===== src/rtl/dec2hex_if.sv =====
// Valid/ready bundle for the dec2hex packed-BCD to binary converter.
// err_o exists only when DEC2HEX_ERR_EN is defined.
interface dec2hex_if #(
    parameter int DIGITS = 2,
    parameter int BIN_W  = 7
);
    logic                  in_valid;
    logic                  in_ready;
    logic [4*DIGITS-1:0]   dec_i;
    logic                  out_valid;
    logic                  out_ready;
    logic [BIN_W-1:0]      hex_o;
`ifdef DEC2HEX_ERR_EN
    logic                  err_o;
`endif

    modport master (
        output in_valid,
        output dec_i,
        output out_ready,
`ifdef DEC2HEX_ERR_EN
        input  err_o,
`endif
        input  in_ready,
        input  out_valid,
        input  hex_o
    );

    modport slave (
        input  in_valid,
        input  dec_i,
        input  out_ready,
`ifdef DEC2HEX_ERR_EN
        output err_o,
`endif
        output in_ready,
        output out_valid,
        output hex_o
    );
endinterface


===== src/rtl/dec2hex.sv =====
// Digit-serial packed-BCD to binary converter: acc = acc*10 + digit, MS digit first.
// Optional invalid-digit flag on err_o when DEC2HEX_ERR_EN is defined.
module dec2hex #(
    parameter int DIGITS = 2,
    parameter int BIN_W  = 7
) (
    input  logic       clk,
    input  logic       rst,
    dec2hex_if.slave   bus
);
    localparam int CNT_W = (DIGITS > 1) ? $clog2(DIGITS) : 1;
    localparam int DEC_W = 4 * DIGITS;

    typedef enum logic [1:0] {IDLE, CONV, DONE} state_t;

    state_t              state;
    state_t              state_next;
    logic [DEC_W-1:0]    shadow;
    logic [BIN_W-1:0]    acc;
    logic [CNT_W-1:0]    cnt;
    logic [3:0]          digit;
    logic [BIN_W+3:0]    acc_wide;
    logic [BIN_W+3:0]    acc_x10;
    logic [BIN_W-1:0]    acc_step;
    logic [3:0]          unused_hi;
    logic                in_ready;
    logic                out_valid;

    // The shadow register shifts left each step, so the current digit is always on top.
    assign digit    = shadow[DEC_W-1 -: 4];
    assign acc_wide = {4'b0000, acc};
    assign acc_x10  = (acc_wide << 3) + (acc_wide << 1) + {{BIN_W{1'b0}}, digit};
    assign {unused_hi, acc_step} = acc_x10;

    always_ff @(posedge clk) begin
        if (rst) begin
            state <= IDLE;
        end else begin
            state <= state_next;
        end
    end

    always_comb begin
        state_next = state;
        in_ready   = 1'b0;
        out_valid  = 1'b0;
        case (state)
            IDLE: begin
                in_ready = !rst;
                if (bus.in_valid && !rst) begin
                    state_next = CONV;
                end
            end
            CONV: begin
                if (cnt == '0) begin
                    state_next = DONE;
                end
            end
            DONE: begin
                out_valid = 1'b1;
                if (bus.out_ready) begin
                    state_next = IDLE;
                end
            end
            default: state_next = IDLE;
        endcase
    end

    always_ff @(posedge clk) begin
        if (rst) begin
            shadow <= '0;
            acc    <= '0;
            cnt    <= '0;
        end else begin
            case (state)
                IDLE: begin
                    if (bus.in_valid) begin
                        shadow <= bus.dec_i;
                        acc    <= '0;
                        cnt    <= CNT_W'(DIGITS - 1);
                    end
                end
                CONV: begin
                    acc    <= acc_step;
                    shadow <= shadow << 4;
                    cnt    <= cnt - CNT_W'(1);
                end
                default: ;
            endcase
        end
    end

`ifdef DEC2HEX_ERR_EN
    logic err;

    // Sticky over one conversion; cleared again when the next operand is accepted.
    always_ff @(posedge clk) begin
        if (rst) begin
            err <= 1'b0;
        end else if (state == IDLE && bus.in_valid) begin
            err <= 1'b0;
        end else if (state == CONV && digit > 4'd9) begin
            err <= 1'b1;
        end
    end

    assign bus.err_o = (state == DONE) && err;
`endif

    assign bus.in_ready  = in_ready;
    assign bus.out_valid = out_valid;
    assign bus.hex_o     = acc;
endmodule

===== src/flat_wrapper.sv =====
// flat-port wrapper written by rule: the top's interface ports become plain ports
module dec2hex_flat 
#(
    parameter int DIGITS = 2,
    parameter int BIN_W  = 7
)
  (clk, rst, bus_in_valid, bus_dec_i, bus_out_ready, bus_in_ready, bus_out_valid, bus_hex_o);
  dec2hex_if #(.DIGITS(DIGITS), .BIN_W(BIN_W)) bus_i ();
  input  logic clk;
  input  logic rst;
  input wire logic [$bits(bus_i.in_valid)-1:0] bus_in_valid;
  input wire logic [$bits(bus_i.dec_i)-1:0] bus_dec_i;
  input wire logic [$bits(bus_i.out_ready)-1:0] bus_out_ready;
  output wire logic [$bits(bus_i.in_ready)-1:0] bus_in_ready;
  output wire logic [$bits(bus_i.out_valid)-1:0] bus_out_valid;
  output wire logic [$bits(bus_i.hex_o)-1:0] bus_hex_o;
  assign bus_i.in_valid = bus_in_valid;
  assign bus_i.dec_i = bus_dec_i;
  assign bus_i.out_ready = bus_out_ready;
  assign bus_in_ready = bus_i.in_ready;
  assign bus_out_valid = bus_i.out_valid;
  assign bus_hex_o = bus_i.hex_o;
  dec2hex #(.DIGITS(DIGITS), .BIN_W(BIN_W)) u_core (.clk(clk), .rst(rst), .bus(bus_i));
endmodule

===== config.mk =====
export PLATFORM = sky130hd
export DESIGN_NAME = dec2hex_flat
export DESIGN_NICKNAME = d
export VERILOG_FILES = /design/src/rtl/dec2hex_if.sv /design/src/rtl/dec2hex.sv /design/src/flat_wrapper.sv
export SDC_FILE = /design/constraint.sdc
export NUM_CORES = 1
export LEC_CHECK = 0
export CAP_MARGIN = 5
export CORE_ASPECT_RATIO = 1.5
export CORE_UTILIZATION = 45
export DETAILED_ROUTE_END_ITERATION = 10
export GPL_TIMING_DRIVEN = 0
export PLACE_DENSITY_LB_ADDON = 0.12
export REMOVE_ABC_BUFFERS = 1
export SLEW_MARGIN = 20
export SYNTH_ARGS = -nofsm -noshare
export SYNTH_HDL_FRONTEND = slang
export SYNTH_SLANG_ARGS = --single-unit

===== constraint.sdc =====
create_clock -name clk -period 2.1 [get_ports clk]
set_input_delay 0.21 -clock clk [delete_from_list [all_inputs] [get_ports clk]]
set_output_delay 0.21 -clock clk [all_outputs]
set_load 0.03 [all_outputs]

# Yosys cells after proc, flatten, opt, wreduce, memory -nomap -nowiden
# Cells that the tools add are included.
# word_totals
output_inout_bits	9
reg_bits	18
in_bits	12
word_cells	31
# classes
n_mux	12
eq_ne	6
n_addsub	3
reduce_logical	6
# op_table
op	n
8-bit case mux with 2 select lines	1
7-bit case mux with 2 select lines	1
8-bit 2-to-1 mux	1
7-bit by 4-bit adder with 7-bit output	1
7-bit adder	1
7-bit 2-to-1 mux	1
2-bit 2-to-1 mux	3
2-bit inequality test (second input constant)	3
2-bit case mux with 3 select lines	1
1-bit 2-to-1 mux	3
3-bit AND reduction	1
2-bit by 1-bit == test with 1-bit output (second input constant)	1
2-bit == test (second input constant)	1
2-bit logical NOT	1
2-bit by 1-bit inequality test with 1-bit output (second input constant)	1
1-bit case mux with 2 select lines	1
2-bit AND reduction	1
2-bit nonzero test	1
1-bit logical AND	1
1-bit logical NOT	1
1-bit subtractor (second input constant)	1

# Longest topological paths before layout
# logic_depth
word_depth	4
depth_mapped	8
mapped_depth_nobuf	8

# Worst setup path before layout
# OpenSTA, ideal clock, no wires.
# synth_path
path_kind	register -> register
from	register u_core.acc[0], in the netlist u_core.bus.hex_o[0]
to	register u_core.acc[5], in the netlist u_core.bus.hex_o[5]
path_slack_ns	-0.088
path_stages_with_launch	9
t_arrival_ns	2.126
cell_sequence	dfxtp_1 > inv_1 > fa_1 > inv_1 > ha_1 > a21o_1 > a21oi_1 > or4_1 > nand3_1
# synth_via
elab_chain_len	3
# synth_lines
element	line_no	source
start, declared	dec2hex.sv:19	logic [BIN_W-1:0] acc;
start signal, assigned	dec2hex.sv:84	acc <= acc_step;
7-bit adder	dec2hex.sv:32	assign acc_x10 = (acc_wide << 3) + (acc_wide << 1) + {{BIN_W{1'b0}}, digit};
7-bit by 4-bit adder with 7-bit output	dec2hex.sv:32	
7-bit case mux with 2 select lines	dec2hex.sv:75	case (state)
# No other way between the ends.
# A chain may end at the register's enable or synchronous reset.

# Final worst setup path
# layout_path
from	register u_core.state[1]
to	output bus_out_valid
# layout_via
elab_chain_len	2
# layout_lines
element	line_no	source
start, declared	dec2hex.sv:16	state_t state;
start signal, assigned	dec2hex.sv:39	state <= state_next;
2-bit == test	dec2hex.sv:47	case (state)
1-bit 2-to-1 mux	dec2hex.sv:47	
end, declared	flat_wrapper.sv:15	output wire logic [$bits(bus_i.out_valid)-1:0] bus_out_valid;
# No other way between the ends.

==> flow_results.org <==
** Route
- Met3 Routed Length :: approximately 41 um
- After detailed routing, the number of vias per cell comes to 5.31.
- For this run, the detailed router's first-pass iteration total came to 2.
- 1st-iter DRT viols :: 26
- Summed over all layers, the routed wires come to ~2 mm.
- After detailed routing, the wire length on met1 is ~840 um.
- DRC violation count after routing :: 0
- Highest metal layer with signal wires :: met4
- Via count :: 871
- Dividing the detail-routed wire length by the instance count gives 12.2 um.
- In the detailed route, the total length drawn on met2 is 1.10 mm.
- Post-route antenna net violation count :: 0

** Yosys
- For this run, asynchronously set or reset flops after synthesis account for 0.
- The synthesized design contains 18 register bits.
- Average size of a mapped cell :: 8.24 um2
- The commonest cells after synthesis are sky130_fd_sc_hd__nor2_1 (26), sky130_fd_sc_hd__dfxtp_1 (18), sky130_fd_sc_hd__a21oi_1 (10).
- Proportion of synthesized chip area in sequential cells :: 0.356
- By area the synthesized netlist is led by sky130_fd_sc_hd__dfxtp_1 (36%), sky130_fd_sc_hd__ha_1 (9.9%), sky130_fd_sc_hd__nor2_1 (9.6%).
- By instance count, the leading cell after synthesis is sky130_fd_sc_hd__nor2_1.
- Counting every instance in the synthesized netlist gives 123.
- Commonest register cell after synthesis :: sky130_fd_sc_hd__dfxtp_1
- Summed instance area of the synthesized netlist :: 1010 um2
- During synthesis, Yosys emitted a total of 0 warnings.
- Distinct cell type count after synthesis :: 28
- The share of synthesized area in the top cell type comes to 0.356.
- Of all cell types, the one taking the most synthesized area is sky130_fd_sc_hd__dfxtp_1.
- Yosys mapped a number of flops with a built-in enable equal to 0.

** Setup path
- Counting cells, the worst reg-to-reg path comes to 8.
- STA puts the critical path data required time at 1.89 ns.
- The critical path in this run is classified as reg -> out.
- Critical path startpoint category :: register
- Critical path peak fanout :: 15
- For the worst setup path, the data arrival time is ~1.8 ns.
- CP Capture Type :: output port
- In this run the critical register-to-register path is captured at u_core.bus.hex_o[5].
- The worst register-to-register path begins at u_core.bus.hex_o[2].
- Setup slack, reg-to-reg :: 0.10 ns

** STA
- Pin slew with the least headroom to its limit :: 0.748 ns
- Setup repair after global routing could not meet its margin everywhere.
- Hold Vio Cnt, Final :: 0
- For the final database, setup skew stands at 0.00849 ns.
- FMAX :: 487 MHz
- Post-Route Setup TNS :: 0 ns
- In this run the tightest slew margin relative to its limit is 0.501.
- Fraction of the cycle the final worst path needs :: 0.978
- The count of pins over their slew limit came to 0.
- After layout, the minimum clock period comes to 2.05 ns.
- Once routing completed, OpenROAD measured the worst setup slack at 0.0465 ns.
- # setup viols final :: 0

** Clock tree
- CTS H-Tree Depth :: 1
- Clock latency on the worst-skew pair, taken at its later pin, is 0.30 ns.
- Clock-pin slew on the worst setup and hold paths :: 0.11 ns
- Clock tree from TritonCTS :: built
- Buffers inserted during clock tree synthesis total 3.
- Maximum clock path buffer count :: 2
- Clock tree synthesis selected as its root buffer the cell sky130_fd_sc_hd__clkbuf_4.
- For this design, the sink count on the clock tree is 18.

** Finish
- Proportion of layout cells with a drive suffix above 1 :: 0.0775
- Area delta synth->final :: 25.3%
- At the end of the flow the core is filled with cells to 0.611.
- Filler-free cell count of the finished design :: between 150 and 200
- Number of fillers in the final layout :: 204
- # diodes :: 0
- In the final design database the tool counted 165 nets.

** Power and ir drop
- Proportion of power drawn by flip-flops and latches :: 0.506
- Logic pwr share :: 0.213
- Fraction of power consumed by the clock network :: 0.281
- Net load switching power :: 0.217 mW
- In this run the static leakage power is 0.554 nW.
- Of the total power, the share spent switching nets is 0.283.
- Power spread over the standard cell area amounts to between 600 and 700 nW/um2.
- The completed layout was analyzed and its total power is roughly 0.77 mW.
- Worst voltage drop across the vdd grid :: 0.404 mV
- The internal portion of the total power is around 0.55 mW.

** Global route
- Pin count of the biggest net entering global routing :: 24
- The number of antenna violations at the first check in global routing was 0.
- Global-route congestion overflow total :: 0
- Across every metal layer, demand over resource in global routing totals 0.194.
- The first global-routing pass estimated 3.27 mm of wire.
- The via count of the first global-routing pass came to 803.

** Hold path
- Along the worst hold path, the cell count comes to 3.
- Destination of the worst hold path :: u_core.shadow[6]
- The startpoint identified for the worst hold timing path is bus_dec_i[6].
- Classification of the worst-slack hold path :: in -> reg

** Place
- Summed over all nets, the half-perimeter wirelength after detailed placement is 1.53 mm.
- At the end of routability-driven placement, the weighted congestion stood at approximately 0.71.
- Prior to clock tree synthesis, the placed netlist has a worst setup slack of -0.133 ns.
- During placement, the flow inserted port buffers numbering 20.
- Cell count after placement :: 158

** Floorplanning
- Total die area :: 2450 um2
- Std-Cell Rows :: 20
- I/O pin count :: 21
- The floorplan step defined a core boundary enclosing ~2100 um2.
- Width of the die :: 40.8 um
- Starting density of the core :: 0.488
- Die Height :: 60.1 um

** Outcome
- The run finished with clean final reports.

** Run
- Max-cap violations :: 0
[cell families after synthesis]
kind of cell,share of synthesized area
and+or+nand+nor,0.258
AOI/OAI and AO/OA,0.154
DFF,0.356
buffers and inverters,0.0667
adders and majority gates,0.138
xor gates and xnor gates,0.0173
muxes,0.00988
[worst max-delay path: stages, from the launching register on]
cell	delay, ns
sky130_fd_sc_hd__dfxtp_1	0.62
sky130_fd_sc_hd__nor2b_1	0.23
sky130_fd_sc_hd__clkdlybuf4s50_1	0.69
[layer usage]
layer / vias up / GRT usage
met5: - / 0
met4: 0 / 0.0714
met1: 400 / 0.213
li1: 455 / -
met3: 2 / 0.0223
met2: 14 / 0.354
[cell usage in the layout, fill, tap and decap left out, drive strengths merged, types with 2 or more instances in the layout]
| master | n |
|---|---|
| nand3b | 2 |
| buf | 2 |
| nor2 | 26 |
| fa | 2 |
| nand2b | 3 |
| clkbuf | 4 |
| nand2 | 2 |
| a211oi | 2 |
| a2bb2oi | 5 |
| clkdlybuf4s50 | 19 |
| nor3 | 4 |
| a22oi | 3 |
| a21oi | 10 |
| nand3 | 3 |
| or4 | 2 |
| inv | 9 |
| nor2b | 8 |
| ha | 8 |
| dfxtp | 18 |
[power by group through the flow]
stage / combinational, mW / sequential, mW / clock (mW)
2_1_floorplan: 0.0954 / 0.397 / 0
3_3_place_gp: 0.158 / 0.396 / 0
3_5_place_dp: 0.162 / 0.397 / 0
4_1_cts: 0.162 / 0.389 / 0.224
5_1_grt: 0.185 / 0.392 / 0.237
6_report: 0.163 / 0.387 / 0.215
[final cells by class]
type                    instances  area, um2  area share
well taps                      22       27.5      0.0217
multi-input cells              89        593       0.467
flip-flops and latches         18        365       0.288
inverters                       9       33.8      0.0266
repair buffers                 22        214       0.168
clock buffers                   4       36.3      0.0286
[metrics by stage]
step / cell area (um2) / hold WS, ns
4_1_cts: 1240 / 0.479
2_1_floorplan: 980 / 0.282
5_1_grt: 1270 / 0.518
3_5_place_dp: 1210 / 0.489
3_3_place_gp: 1210 / 0.470
6_report: 1270 / 0.483
[what timing repair did]
action | CTS | global route
buffers inserted | 0 | 2
pin swaps | 0 | 2
gates resized for setup | 2 | 5
setup endpoints to repair | 3 | 3
hold buffers | 0 | 0
[how the worst max path moves through the flow]
stage,depth (start not counted),from,endpoint,slack [ns]
after CTS,7,u_core.bus.hex_o[2],u_core.bus.hex_o[6],0.009
after global routing,8,u_core.bus.hex_o[2],u_core.bus.hex_o[5],-0.03
after global placement,3,rst,bus_in_ready,-0.13
after floorplan,8,u_core.bus.hex_o[0],u_core.bus.hex_o[5],-0.09
final,2,u_core.state[1],bus_out_valid,0.05
after detailed placement,3,rst,bus_in_ready,-0.13
[state kept, by name, indices dropped and copies added, names as in the netlist]
register          flops
u_core.shadow         8
u_core.bus.hex_o      7
u_core.cnt            1
u_core.state          2
(Power assumes the default switching activity.)
